--- src/rtl/mul_div_if.sv ---
// Operand/result bundle shared between the EX stage and the mul/div unit.
interface mul_div_if #(parameter int WIDTH = 32);
  logic             start;
  logic [2:0]       funct3;
  logic [WIDTH-1:0] op1;
  logic [WIDTH-1:0] op2;
  logic             flush;
  logic [WIDTH-1:0] result;
  logic             busy;
  logic             done;

  modport master (output start, funct3, op1, op2, flush,
                  input  result, busy, done);
  modport slave  (input  start, funct3, op1, op2, flush,
                  output result, busy, done);
endinterface

--- src/rtl/mul_div_int.sv ---
// Iterative RV32M multiply/divide unit: one bit per cycle on operand magnitudes,
// sign fixup in the final cycle, early exit for divide-by-zero and signed overflow.
//
// state | meaning
// IDLE  | waiting for start; result held
// CALC  | 32 shift-add / restoring-divide iterations
// FIN   | sign fixup, load result, pulse done
module mul_div_int #(
  parameter int WIDTH     = 32,
  parameter bit FAST_SPEC = 1'b1
) (
  input logic      clk,
  input logic      rst,
  mul_div_if.slave bus
);

  typedef enum logic [1:0] {IDLE, CALC, FIN} state_t;

  state_t             state, state_next;
  logic [5:0]         cnt;
  logic [2:0]         f3;
  logic [WIDTH-1:0]   opd;          // multiplicand (mul) or divisor (div) magnitude
  logic [2*WIDTH-1:0] acc;          // {hi, multiplier} or {remainder, dividend/quotient}
  logic               neg;
  logic               special;
  logic [WIDTH-1:0]   special_val;
  logic [WIDTH-1:0]   result_q;
  logic               busy_q;
  logic               done_q;

  logic               accept;
  logic               is_div, s1, s2, neg_in, div0, ovf, special_in;
  logic [WIDTH-1:0]   mag1, mag2, special_val_in;
  logic [WIDTH:0]     sum, trial, diff;
  logic [2*WIDTH-1:0] mul_step, div_step, prod_fix;
  logic [WIDTH-1:0]   q_fix, r_fix, fin_val;

  assign accept = (state == IDLE) && bus.start && !bus.flush;

  // Decode signedness and special cases of the operands presented with start
  always_comb begin
    is_div = bus.funct3[2];
    s1     = bus.op1[WIDTH-1] & (is_div ? ~bus.funct3[0] : (bus.funct3[1:0] != 2'b11));
    s2     = bus.op2[WIDTH-1] & (is_div ? ~bus.funct3[0] : ~bus.funct3[1]);
    mag1   = s1 ? (~bus.op1 + 1'b1) : bus.op1;
    mag2   = s2 ? (~bus.op2 + 1'b1) : bus.op2;
    // remainder follows the dividend's sign, everything else the sign product
    neg_in = (is_div && bus.funct3[1]) ? s1 : (s1 ^ s2);
    div0   = is_div && (bus.op2 == '0);
    ovf    = is_div && !bus.funct3[0] &&
             (bus.op1 == {1'b1, {(WIDTH-1){1'b0}}}) && (bus.op2 == '1);
    special_in = div0 || ovf;
    if (div0)
      special_val_in = bus.funct3[1] ? bus.op1 : '1;
    else
      special_val_in = bus.funct3[1] ? '0 : {1'b1, {(WIDTH-1){1'b0}}};
  end

  // One iteration of shift-add multiply and restoring divide, plus final sign fixup
  always_comb begin
    sum      = {1'b0, acc[2*WIDTH-1:WIDTH]} + (acc[0] ? {1'b0, opd} : '0);
    mul_step = {sum, acc[WIDTH-1:1]};
    trial    = acc[2*WIDTH-1:WIDTH-1];
    diff     = trial - {1'b0, opd};
    if (!diff[WIDTH])
      div_step = {diff[WIDTH-1:0], acc[WIDTH-2:0], 1'b1};
    else
      div_step = {trial[WIDTH-1:0], acc[WIDTH-2:0], 1'b0};
    prod_fix = neg ? (~acc + 1'b1) : acc;
    q_fix    = neg ? (~acc[WIDTH-1:0] + 1'b1) : acc[WIDTH-1:0];
    r_fix    = neg ? (~acc[2*WIDTH-1:WIDTH] + 1'b1) : acc[2*WIDTH-1:WIDTH];
    if (special)
      fin_val = special_val;
    else if (!f3[2])
      fin_val = (f3[1:0] == 2'b00) ? prod_fix[WIDTH-1:0] : prod_fix[2*WIDTH-1:WIDTH];
    else
      fin_val = f3[1] ? r_fix : q_fix;
  end

  // State register
  always_ff @(posedge clk or posedge rst) begin
    if (rst) state <= IDLE;
    else     state <= state_next;
  end

  // Next-state logic; flush aborts from any busy state
  always_comb begin
    state_next = state;
    case (state)
      IDLE: if (accept) state_next = (FAST_SPEC && special_in) ? FIN : CALC;
      CALC: if (bus.flush) state_next = IDLE;
            else if (cnt == 6'(WIDTH-1)) state_next = FIN;
      FIN:  state_next = IDLE;
      default: state_next = IDLE;
    endcase
  end

  // Operand capture and iteration datapath
  always_ff @(posedge clk or posedge rst) begin
    if (rst) begin
      cnt         <= '0;
      f3          <= '0;
      opd         <= '0;
      acc         <= '0;
      neg         <= 1'b0;
      special     <= 1'b0;
      special_val <= '0;
    end else if (accept) begin
      cnt         <= '0;
      f3          <= bus.funct3;
      opd         <= is_div ? mag2 : mag1;
      acc         <= {{WIDTH{1'b0}}, (is_div ? mag1 : mag2)};
      neg         <= neg_in;
      special     <= special_in;
      special_val <= special_val_in;
    end else if (state == CALC && !bus.flush) begin
      acc <= f3[2] ? div_step : mul_step;
      cnt <= (cnt == 6'(WIDTH-1)) ? '0 : cnt + 1'b1;
    end
  end

  // Registered outputs
  always_ff @(posedge clk or posedge rst) begin
    if (rst) begin
      result_q <= '0;
      busy_q   <= 1'b0;
      done_q   <= 1'b0;
    end else begin
      busy_q <= (state_next != IDLE);
      done_q <= (state == FIN) && !bus.flush;
      if (state == FIN && !bus.flush) result_q <= fin_val;
    end
  end

  assign bus.result = result_q;
  assign bus.busy   = busy_q;
  assign bus.done   = done_q;

endmodule
--- src/flat_wrapper.sv ---
// flat-port wrapper written by rule: the top's interface ports become plain ports
module mul_div_int_flat 
#(
  parameter int WIDTH     = 32,
  parameter bit FAST_SPEC = 1'b1
)
  (clk, rst, bus_start, bus_funct3, bus_op1, bus_op2, bus_flush, bus_result, bus_busy, bus_done);
  mul_div_if #(.WIDTH(WIDTH)) bus_i ();
  input logic clk;
  input logic rst;
  input wire logic [$bits(bus_i.start)-1:0] bus_start;
  input wire logic [$bits(bus_i.funct3)-1:0] bus_funct3;
  input wire logic [$bits(bus_i.op1)-1:0] bus_op1;
  input wire logic [$bits(bus_i.op2)-1:0] bus_op2;
  input wire logic [$bits(bus_i.flush)-1:0] bus_flush;
  output wire logic [$bits(bus_i.result)-1:0] bus_result;
  output wire logic [$bits(bus_i.busy)-1:0] bus_busy;
  output wire logic [$bits(bus_i.done)-1:0] bus_done;
  assign bus_i.start = bus_start;
  assign bus_i.funct3 = bus_funct3;
  assign bus_i.op1 = bus_op1;
  assign bus_i.op2 = bus_op2;
  assign bus_i.flush = bus_flush;
  assign bus_result = bus_i.result;
  assign bus_busy = bus_i.busy;
  assign bus_done = bus_i.done;
  mul_div_int #(.WIDTH(WIDTH), .FAST_SPEC(FAST_SPEC)) u_core (.clk(clk), .rst(rst), .bus(bus_i));
endmodule
--- config.mk ---
export PLATFORM = sky130hd
export DESIGN_NAME = mul_div_int_flat
export DESIGN_NICKNAME = d
export VERILOG_FILES = /design/src/rtl/mul_div_if.sv /design/src/rtl/mul_div_int.sv /design/src/flat_wrapper.sv
export SDC_FILE = /design/constraint.sdc
export NUM_CORES = 1
export LEC_CHECK = 0
export ABC_AREA = 1
export BUFFER_PORTS_ARGS = -buffer_cell sky130_fd_sc_hd__buf_2
export CELL_PAD_IN_SITES_DETAIL_PLACEMENT = 0
export CELL_PAD_IN_SITES_GLOBAL_PLACEMENT = 2
export CORE_MARGIN = 3
export CORE_UTILIZATION = 34
export CTS_BUF_LIST = sky130_fd_sc_hd__clkbuf_4
export DETAILED_ROUTE_END_ITERATION = 12
export PLACE_DENSITY_LB_ADDON = 0.15
export SLEW_MARGIN = 20
export SYNTH_ARGS = -nofsm -noshare
export SYNTH_HDL_FRONTEND = slang
export SYNTH_SLANG_ARGS = --single-unit
--- constraint.sdc ---
create_clock -name clk -period 8.4 [get_ports clk]
set_input_delay 2.1 -clock clk [delete_from_list [all_inputs] [get_ports clk]]
set_output_delay 2.1 -clock clk [all_outputs]
set_load 0.02 [all_outputs]
== Yosys cells after proc, flatten, opt, wreduce, memory -nomap -nowiden ==
Index checks and enable logic that the tools add are counted.
Storage, ports and cells
  bits in writable memories: 0
  input port bits: 71
  output and inout bits: 34
  memories kept: 0
  flip-flop bits (word level): 175
  latch bits: 0
  bits in read-only memories: 0
Operators by class
  equal/unequal tests: 6
  add/sub/neg operators: 8
  div/mod/pow operators: 0
  mux-type cells: 30
  reductions and logical operators: 17
  shift-type cells: 0
  bitwise gates (word level): 10
  multipliers: 0
  $lt $le $gt $ge: 0
Operators with widths (number)
  $mux W32: 14
  $mux W64: 5
  $add A32 B1 Y32 const B: 4
  $not A32 Y32: 4
  $add A64 B1 Y64 const B: 1
  $eq A32 B32 Y1 const B: 2
  $not A64 Y64: 1
  $add A32 B33 Y33: 1
  $sub A33 B32 Y33: 1
  $logic_not A32 Y1: 1
  $mux W6: 3
  $logic_and A1 B1 Y1: 9
  $mux W2: 4
  $add A6 B1 Y6 const B: 1
  $eq A6 B5 Y1 const B: 1
  $logic_not A2 Y1: 2
  $pmux W2 S2: 1
  $reduce_bool A2 Y1: 2
  $mux W1: 3
  $and A1 B1 Y1: 2
  $eq A2 B1 Y1 const B: 1
  $eq A2 B2 Y1 const B: 1
  $logic_not A1 Y1: 2
  $ne A2 B2 Y1 const B: 1
  other kinds (3): 4

== Depth between registers and ports, before layout ==
Gate-level depths: netlist (run 1).
  depth in word-level cells: 9
  gate-level depth with buffers: 20
  gate-level depth less buffers: 19

== Worst setup path after synthesis (run 1) ==
OpenSTA, ideal clock, no wires.
  path kind: input to register
  start: input bus_op2[0]
  end: register u_core.special_val[0]
  buffers on the path: 1
  setup slack: 4.861 ns
  arrival time: 3.457 ns
  library setup time: 0.083 ns
  stages: 11
  cells stage by stage: inv_1 -> ha_1 -> inv_1 -> nor3_2 -> nand2_1 -> nor2_2 -> nand3_1 -> nor3_2 -> nand3_2 -> buf_6 -> o22ai_1
Between the ends
  cells in the longest elaborated chain, start to end: 3
RTL lines
  start, declared: line flat_wrapper.sv:14  | input wire logic [$bits(bus_i.op2)-1:0] bus_op2;
  $logic_not A32 Y1: line mul_div_int.sv:49  | div0 = is_div && (bus.op2 == '0);
  $logic_and A1 B1 Y1: line mul_div_int.sv:49
  $mux W32: line mul_div_int.sv:53  | if (div0)
  end signal, assigned: line mul_div_int.sv:115  | special_val <= special_val_in;
  end, declared: line mul_div_int.sv:26  | logic [WIDTH-1:0] special_val;
Every way passes these cells.
A chain may end at the register's enable or synchronous reset.

== Worst setup path in the final report (run 1) ==
  start: input bus_flush
  end: register u_core.acc[1]
Between the ends
  cells in the longest elaborated chain, start to end: 3
RTL lines
  start, declared: line flat_wrapper.sv:15  | input wire logic [$bits(bus_i.flush)-1:0] bus_flush;
  $logic_not A1 Y1 *: line mul_div_int.sv:38, mul_div_int.sv:116
  $logic_and A1 B1 Y1 (on tied branches): line mul_div_int.sv:38, mul_div_int.sv:116
  $mux W64 / $reduce_bool A2 Y1 (equally long branches)
  end signal, assigned: line mul_div_int.sv:112  | acc <= {{WIDTH{1'b0}}, (is_div ? mag1 : mag2)};
  end signal, assigned: line mul_div_int.sv:117  | acc <= f3[2] ? div_step : mul_step;
  end, declared: line mul_div_int.sv:23  | logic [2*WIDTH-1:0] acc;
Every way passes the cells marked *; elsewhere a longest branch is shown, timed or not.

==> impl_metrics.yaml, run 1 <==
global_routing:
  overflow: 0
  antenna_found_initial: 3
  grt_pass1_wl_um: 138000
  track_usage: 0.310
  grt_max_degree: 99
  grt_pass1_vias: 20700
synth:
  yosysSeqAreaShare: 0.226
  ys_top_cells_by_area: "nand2_1, dfrtp_1, inv_1, nand3_1, nor2_1"
  synthesis.area_sq_mm: 0.0194
  netlist.area_leader.share: 0.246
  synth-edff-count: 0
  postSynthAreaPerCell_sq_um: 5.69
  ys_seq_elements: 175
  synthCells: 3411
  async_flop_share: 1.00
  ys_warn_count: 0
  yosysUniqueCellTypes: 54
  ys.flop_type: "dfrtp_1"
  synth_top_cell_by_area: "nand2_1"
  synth_nets: 3554
drt:
  drtIter0Drc: 2200
  firstDrtPassIters: 6
  wl_um: 94400
  drc: 0
  route.vias.total: 22300
  wire_per_inst_um: 22.5
  postRouteAntennaNets: 0
  viasPerCell: 5.32
placed_design:
  placed_area_sq_mm: 0.0205
  io_buffers: 104
  dp_hpwl_um: 76500
  routabilityCongestion: 0.939
clocking:
  path_clk_slew_ns: 0.17
  clk_latency_ns: 0.72
  cts_tree: "yes"
  cts_root_buffer: "clkbuf_4"
  holdBufCountCts: 0
  cts_max_path_buffers: 2
  cts_setup_buffers: 0
  cts.sink_count: 175
  htreeDepth: 4
  numCtsBuffers: 17
  cts-resized-gates: 0
floorplan:
  die_width_um: 245
  start_util: 0.348
  top_level_ports: 105
  dieArea_sq_mm: 0.0600
  die_h_um: 245
  row_count: 86
  coreArea_sq_mm: 0.0557
timing:
  period_needed_ns: 4.16
  hold_ws_ns: 0.494
  finalCritPeriodShare: 0.496
  maxSlewHeadroom: 0.258
  finalSetupViolations: 0
  rsz0062_at_grt: "false"
  fin_tns_setup_ns: 0
  hold_viol: 0
  fin_skew_ns: 0.0365
  fmax_ghz: 0.240
  slew_violations: 0
  worst_pin_slew_ns: 1.11
critical_path:
  required_ns: 8.98
  critical_path_class: "input port to flop"
  crit_fanout: 54
  worstPathBufferInverterCount: 4
  max_stage_delay_ns: 0.71
  cp.arrival_ns: 4.74
  crit_path_end_kind: "flop"
  start_kind: "input port"
  crit_family: "buffers and inverters"
  cp_slowest_cell: "inv_1"
  crit_chain: "buf_2 -> nor2_1 -> nand3_2 -> inv_2 -> nor2_4 -> buf_4 -> inv_1 -> o21ai_0 -> a221oi_1 -> a22oi_1"
status:
  status: "completed"
hold_path:
  hold_path.class: "flop to flop"
cells_and_area:
  nNetsFinal: 3576
  finish.instance_area_sq_mm: 0.0208
  mostFrequentLayoutCells: "nand2_1, inv_1, nor2_1, nand3_1, dfrtp_1"
  layout-drive-gt1-share: 0.0636
  final_common_cell: "nand2_1"
  area_growth_pct: 7.19
power_and_ir_drop:
  leakage_nw: 11.4
  max-vdd-ir-drop_mv: 0.170
  p_per_area_mw_per_mm2: 340
  power_mw: 7.07
job:
  maxCapViolCount: 0
## cell usage after synthesis, types with 14 or more instances
master,count
nand3_1,309
ha_1,70
dfrtp_1,175
nand2_2,14
xnor2_1,23
nor3_1,20
nor2_1,315
a21oi_1,132
o21ai_0,140
nand3b_1,18
nand4_1,23
clkbuf_1,81
inv_1,487
buf_2,15
xor2_1,80
o22ai_1,42
nand2_1,1274
buf_1,14
o211ai_1,36
## area by class of cell
cell class	instances	area (sq um)
timing repair buffer	125	682
tap	748	936
inverter	499	1880
fill	6532	34900
clock buffer	18	135
sequential	175	4380
antenna	3	7.51
clock inverter	14	156
multi-input combinational	2615	12600
## final timing paths
| check | start | to | slack, ns | cells after the start |
|---|---|---|---|---|
| max | bus_flush | u_core.acc[1] | 4.24 | 10 |
| min | u_core.bus.result[1] | u_core.bus.result[1] | 0.49 | 2 |
| max reg2reg | u_core.acc[31] | u_core.acc[58] | 5.10 | 19 |
| min reg2reg | u_core.bus.result[1] | u_core.bus.result[1] | 0.49 | 2 |
| max in group asynchronous | rst | u_core.neg | 5.81 | 3 |
| min in group asynchronous | rst | u_core.special_val[5] | 1.37 | 2 |
## cells by family (layout without fill, tap and decap cells)
group           count (synthesis)  in the layout  share of synthesized area
simple gates                 2022           2022                      0.431
buf+inv                       621            656                      0.125
compound gates                418            418                      0.124
flops                         175            175                      0.226
xor+xnor                      103            103                     0.0465
fa+ha+maj                      72             72                     0.0472
other cells                     0              3                          0
## report_power, final
part | internal (mW) | switching (mW)
registers | 1.02 | 0.604
logic | 1.48 | 3.43
clock network | 0.185 | 0.363
total | 2.68 | 4.39
## metrics by stage
stage	instances	setup slack, ns	utilization
finish	4197	4.24	0.373
CTS	4194	4.33	0.373
detailed placement	4162	3.52	0.368
global route	4197	4.00	0.373
floorplan	3411	1.55	-
global placement	4162	3.54	0.368
## per-layer routing
layer  wire length, um  vias up  GRT usage  share of wire
met5                13        -          0        0.00014
met4              3100        2      0.103          0.033
met3              6360      109     0.0371          0.067
met2             39100      798      0.449           0.41
met1             45800    10600      0.471           0.48
li1                  -    10800          -              -
## registers in the layout (all words and copies together), names as in the netlist, 2 cells and up
| name | flops |
|---|---|
| u_core.f3 | 3 |
| u_core.bus.result | 32 |
| u_core.cnt | 6 |
| u_core.acc | 64 |
| u_core.state | 2 |
| u_core.special_val | 32 |
| u_core.opd | 32 |
## worst register-to-register path, delay by kind of cell (launching register included)
family	cells	cell delay (ns)
adders and majority gates	2	0.75
DFF	1	0.56
and+or+nand+nor	15	1.54
buffers and inverters	2	0.35
No activity file was read; power rests on OpenSTA's default activity.
==> run 2, diff against run 1 <==
Settings changed: CORE_UTILIZATION 34 to 31.
Clock period 8.4 ns to 3.4 ns, I/O delays scaled along.
==> run 2 against run 1 <==
- sequential share of layout area fell by 0.71 points
- non-clock buffer count rose by 69
- highest routed layer is now met4
- largest cell class unchanged
- critical endpoint is now u_core.acc[61]
- clock-buffer cell count did not move
- wire length rose by 5.0%
==> impl_metrics.yaml, run 2 (same netlist as run 1, synthesis figures left out) <==
clocking:
  cts_max_path_buffers: 2
  cts.sink_count: 175
  cts_setup_buffers: 0
  path_clk_slew_ns: 0.18
  htreeDepth: 4
  clk_latency_ns: 0.73
  holdBufCountCts: 0
  cts-resized-gates: 0
  cts_tree: "yes"
  cts_root_buffer: "clkbuf_4"
  numCtsBuffers: 17
cells_and_area:
  top_register: "u_core.acc"
  final_common_cell: "nand2_1"
  area_growth_pct: 10.9
  mostFrequentLayoutCells: "nand2_1, inv_1, nor2_1, nand3_1, dfrtp_1"
  largest_reg_flops: 64
  finish.instance_area_sq_mm: 0.0215
  layout-drive-gt1-share: 0.0819
  layout.cells.non_filler: 4355
  nNetsFinal: 3645
timing:
  fmax_ghz: 0.326
  period_needed_ns: 3.07
  maxSlewHeadroom: 0.277
  worst_pin_slew_ns: 1.08
  hold_viol: 0
  fin_skew_ns: 0.0372
  finalSetupViolations: 0
  slew_violations: 0
  rsz0062_at_grt: "false"
  layout_setup_ws_ns: 0.331
  finalCritPeriodShare: 0.903
  fin_tns_setup_ns: 0
global_routing:
  track_usage: 0.295
  grt_pass1_wl_um: 144000
  grt_max_degree: 92
  antenna_found_initial: 1
  grt_pass1_vias: 21100
  overflow: 0
floorplan:
  top_level_ports: 105
  start_util: 0.314
  die_width_um: 256
  dieArea_sq_mm: 0.0657
  row_count: 91
  coreArea_sq_mm: 0.0618
  die_h_um: 256
placed_design:
  routabilityCongestion: 0.976
  dp_hpwl_um: 81800
  io_buffers: 104
  placed_area_sq_mm: 0.0212
  place_inst: 4320
  dp_slack_ns: 0.311
power_and_ir_drop:
  max-vdd-ir-drop_mv: 0.337
  p_per_area_mw_per_mm2: 849
  leakage_nw: 11.8
  power_mw: 18.3
hold_path:
  hold_path.class: "input port to asynchronous set/reset pin"
critical_path:
  start_kind: "flop"
  crit_start: "u_core.acc[31]"
  cp.arrival_ns: 3.75
  required_ns: 4.08
  crit_path_end_kind: "flop"
  timing.rr.start: "u_core.acc[31]"
  crit_fanout: 21
  critical_path_class: "flop to flop"
drt:
  route.vias.total: 23000
  drc: 0
  wire_per_inst_um: 22.7
  drtIter0Drc: 2393
  viasPerCell: 5.28
  postRouteAntennaNets: 0
  wl_um: 99100
  firstDrtPassIters: 8
status:
  status: "completed"
job:
  maxCapViolCount: 0
-- run 2: cell types whose count changed in the layout (fill, tap and decap cells not counted), sizes merged --
cell / before / now
buf: 125 / 194
clkinv: 14 / 10
clkinvlp: 1 / 4
inv: 496 / 497
-- run 2: per-stage QoR --
stage | util | hold slack, ns
floorplan | - | 0.450
global placement | 0.343 | 0.462
detailed placement | 0.343 | 0.460
CTS | 0.348 | 0.248
global route | 0.348 | 0.291
finish | 0.348 | 0.290
-- run 2: cell type report --
| cell class | count | area, sq um |
|---|---|---|
| Timing Repair Buffer | 194 | 1270 |
| Fill cell | 7060 | 40300 |
| Inverter | 499 | 1880 |
| Tap cell | 837 | 1050 |
| Clock buffer | 18 | 135 |
| Antenna cell | 3 | 7.51 |
| Multi-Input combinational cell | 2615 | 12600 |
| Sequential cell | 175 | 4380 |
| Clock inverter | 14 | 179 |
-- run 2: where the power goes --
part,internal (mW),total [mW],switching [mW]
clock network,0.474,1.40,0.924
logic,4.01,13.6,9.56
registers,2.52,3.32,0.792
total,7.01,18.3,11.3
-- run 2: worst paths after layout --
check | end | slack (ns) | depth (start not counted)
hold / removal | u_core.special_val[24] | 0.29 | 2
max in group asynchronous | u_core.acc[46] | 2.30 | 3
setup reg to reg | u_core.acc[61] | 0.33 | 19
hold reg to reg | u_core.bus.result[27] | 0.50 | 2
setup / recovery | u_core.acc[61] | 0.33 | 19
min in group clk | u_core.special_val[23] | 0.47 | 3
-- run 2: critical path, cell delays in order (launching register included) --
cell	delay (ns)
dfrtp_1	0.46
inv_1	0.13
ha_1	0.26
fa_1	0.49
inv_1	0.12
nand2_1	0.06
nand2_1	0.07
nand3_1	0.08
nand2_2	0.10
nand2_1	0.06
nand2_2	0.11
nand2_2	0.11
nand2_4	0.09
nand2_2	0.08
nand2_4	0.20
buf_12	0.22
nand2_1	0.15
nand3_1	0.10
nand2_1	0.08
nand2_1	0.05
-- run 2: metal layers --
metal,routed length [um],track usage,up-vias
li1,-,-,10900
met1,47400,0.449,11000
met2,41800,0.434,975
met3,7040,0.0323,100
met4,2800,0.0873,0
met5,0,0,-
==> run 3, diff against run 2 <==
Settings changed: CORE_UTILIZATION 31 to 34, SKIP_LAST_GASP set to 1.
Clock period 3.4 ns to 3.55 ns, I/O delays scaled along.
==> run 3 against run 2 <==
- first-iteration DRC count rose by 2.1%
- sequential share of layout area is 0.26 points higher
- fmax up 1.0%
- combinational power shrank 7%
- non-clock buffer count down 24
- flip-flop and latch count unchanged
- clock power is 4% lower
==> impl_metrics.yaml, run 3 (same netlist as run 1, synthesis figures left out) <==
critical_path:
  timing.rr.start: "u_core.acc[31]"
  r2r_cells: 19
  crit_path_end_kind: "flop"
  cp.arrival_ns: 3.65
  r2r-end: "u_core.acc[57]"
  cp_slowest_cell: "dfrtp_1"
  critical_path_class: "flop to flop"
  crit_chain: "inv_1 -> ha_1 -> fa_1 -> inv_1 -> nand2_1 -> nand2_1 -> nand3_1 -> nand2_2 -> nand2_1 -> nand2_2 -> nand2_2 -> nand2_4 -> nand2_4 -> nand2_4 -> nand2_1 -> nand2_1 -> nand2_1 -> nand2_1 -> nand2_1"
  required_ns: 4.16
  start_kind: "flop"
  regToRegSetupSlack_ns: 0.51
  max_stage_delay_ns: 0.51
  crit_path_frequent_cell: "nand2_1"
  crit_fanout: 30
clocking:
  cts_root_buffer: "clkbuf_4"
  cts.sink_count: 175
  path_clk_slew_ns: 0.21
  clk_latency_ns: 0.73
  cts_max_path_buffers: 2
  holdBufCountCts: 0
  cts_setup_buffers: 0
  cts_tree: "yes"
  htreeDepth: 4
  numCtsBuffers: 17
  cts-resized-gates: 0
global_routing:
  grt_pass1_vias: 21300
  grt_util_met1: 0.481
  use_met2: 0.476
  overflow: 0
  antenna_found_initial: 2
  grt_pass1_wl_um: 142000
  met3_usage: 0.0424
  track_usage: 0.320
  grt_max_degree: 94
  grt_busiest_layer: "met1"
drt:
  wire_per_inst_um: 23.0
  drc: 0
  viasPerCell: 5.42
  firstDrtPassIters: 6
  drtIter0Drc: 2443
  wl_um: 97500
  route.vias.total: 23000
  postRouteAntennaNets: 0
job:
  maxCapViolCount: 0
timing:
  finalCritPeriodShare: 0.856
  rsz0062_at_grt: "false"
  finalSetupViolations: 0
  period_needed_ns: 3.04
  fin_tns_setup_ns: 0
  fin_skew_ns: 0.0409
  layout_setup_ws_ns: 0.512
  worst_pin_slew_ns: 0.954
  fmax_ghz: 0.329
  hold_viol: 0
  hold_ws_ns: 0.285
  maxSlewHeadroom: 0.357
  slew_violations: 0
power_and_ir_drop:
  max-vdd-ir-drop_mv: 0.659
  leakage_nw: 11.7
  p_per_area_mw_per_mm2: 814
floorplan:
  die_width_um: 245
  die_h_um: 245
  dieArea_sq_mm: 0.0600
  top_level_ports: 105
  row_count: 86
  coreArea_sq_mm: 0.0557
  start_util: 0.348
cells_and_area:
  largest_reg_flops: 64
  mostFrequentLayoutCells: "nand2_1, inv_1, nor2_1, nand3_1, dfrtp_1"
  final_common_cell: "nand2_1"
  nNetsFinal: 3621
  layout-drive-gt1-share: 0.0759
  top_register: "u_core.acc"
  area_growth_pct: 9.49
placed_design:
  dp_hpwl_um: 80000
  io_buffers: 104
  dp_slack_ns: 0.361
  routabilityCongestion: 1.01
hold_path:
  hold_path.class: "input port to asynchronous set/reset pin"
status:
  status: "completed"
## run 3: final cells by class
class | instances | area, sq um
Clock buffer | 17 | 128
Antenna cell | 3 | 7.51
Multi-Input combinational cell | 2615 | 12600
Tap cell | 748 | 936
Sequential cell | 175 | 4380
Fill cell | 6388 | 34500
Clock inverter | 15 | 204
Inverter | 499 | 1880
Timing Repair Buffer | 170 | 1090
## run 3: metal layers
metal | up-vias | part of all wire
met5 | - | 0
met4 | 0 | 0.026
met3 | 102 | 0.078
met2 | 964 | 0.43
met1 | 11000 | 0.47
li1 | 10900 | -
## run 3: power breakdown
part           internal (mW)  switching, mW
Sequential              2.41          0.915
Combinational           3.72           8.92
Clock                  0.359          0.986
## run 3: through the flow
step / cell area, sq um / utilization / cells / total power [mW]
final: 21300 / 0.381 / 4242 / 17.3
after global routing: 21300 / 0.381 / 4242 / 18.7
after CTS: 21200 / 0.381 / 4239 / 17.1
after detailed placement: 20900 / 0.375 / 4207 / 15.6
after global placement: 20900 / 0.375 / 4207 / 15.7
after floorplan: 19400 / - / 3411 / 11.2
## run 3: worst max-delay path by stage
stage,start,endpoint,depth (start not counted)
CTS,u_core.acc[32],u_core.acc[58],18
global route,u_core.acc[31],u_core.acc[62],17
finish,u_core.acc[31],u_core.acc[57],19
global placement,bus_op2[0],u_core.acc[24],13
floorplan,rst,u_core.acc[0],1
detailed placement,bus_op2[0],u_core.special_val[31],13
## run 3: worst max-delay path, delay by kind of cell, from the launching register on
kind	cells	cell delay, ns
AND/OR/NAND/NOR	15	1.47
buffers and inverters	2	0.26
flip-flops	1	0.51
adder cells (fa/ha/maj)	2	0.70
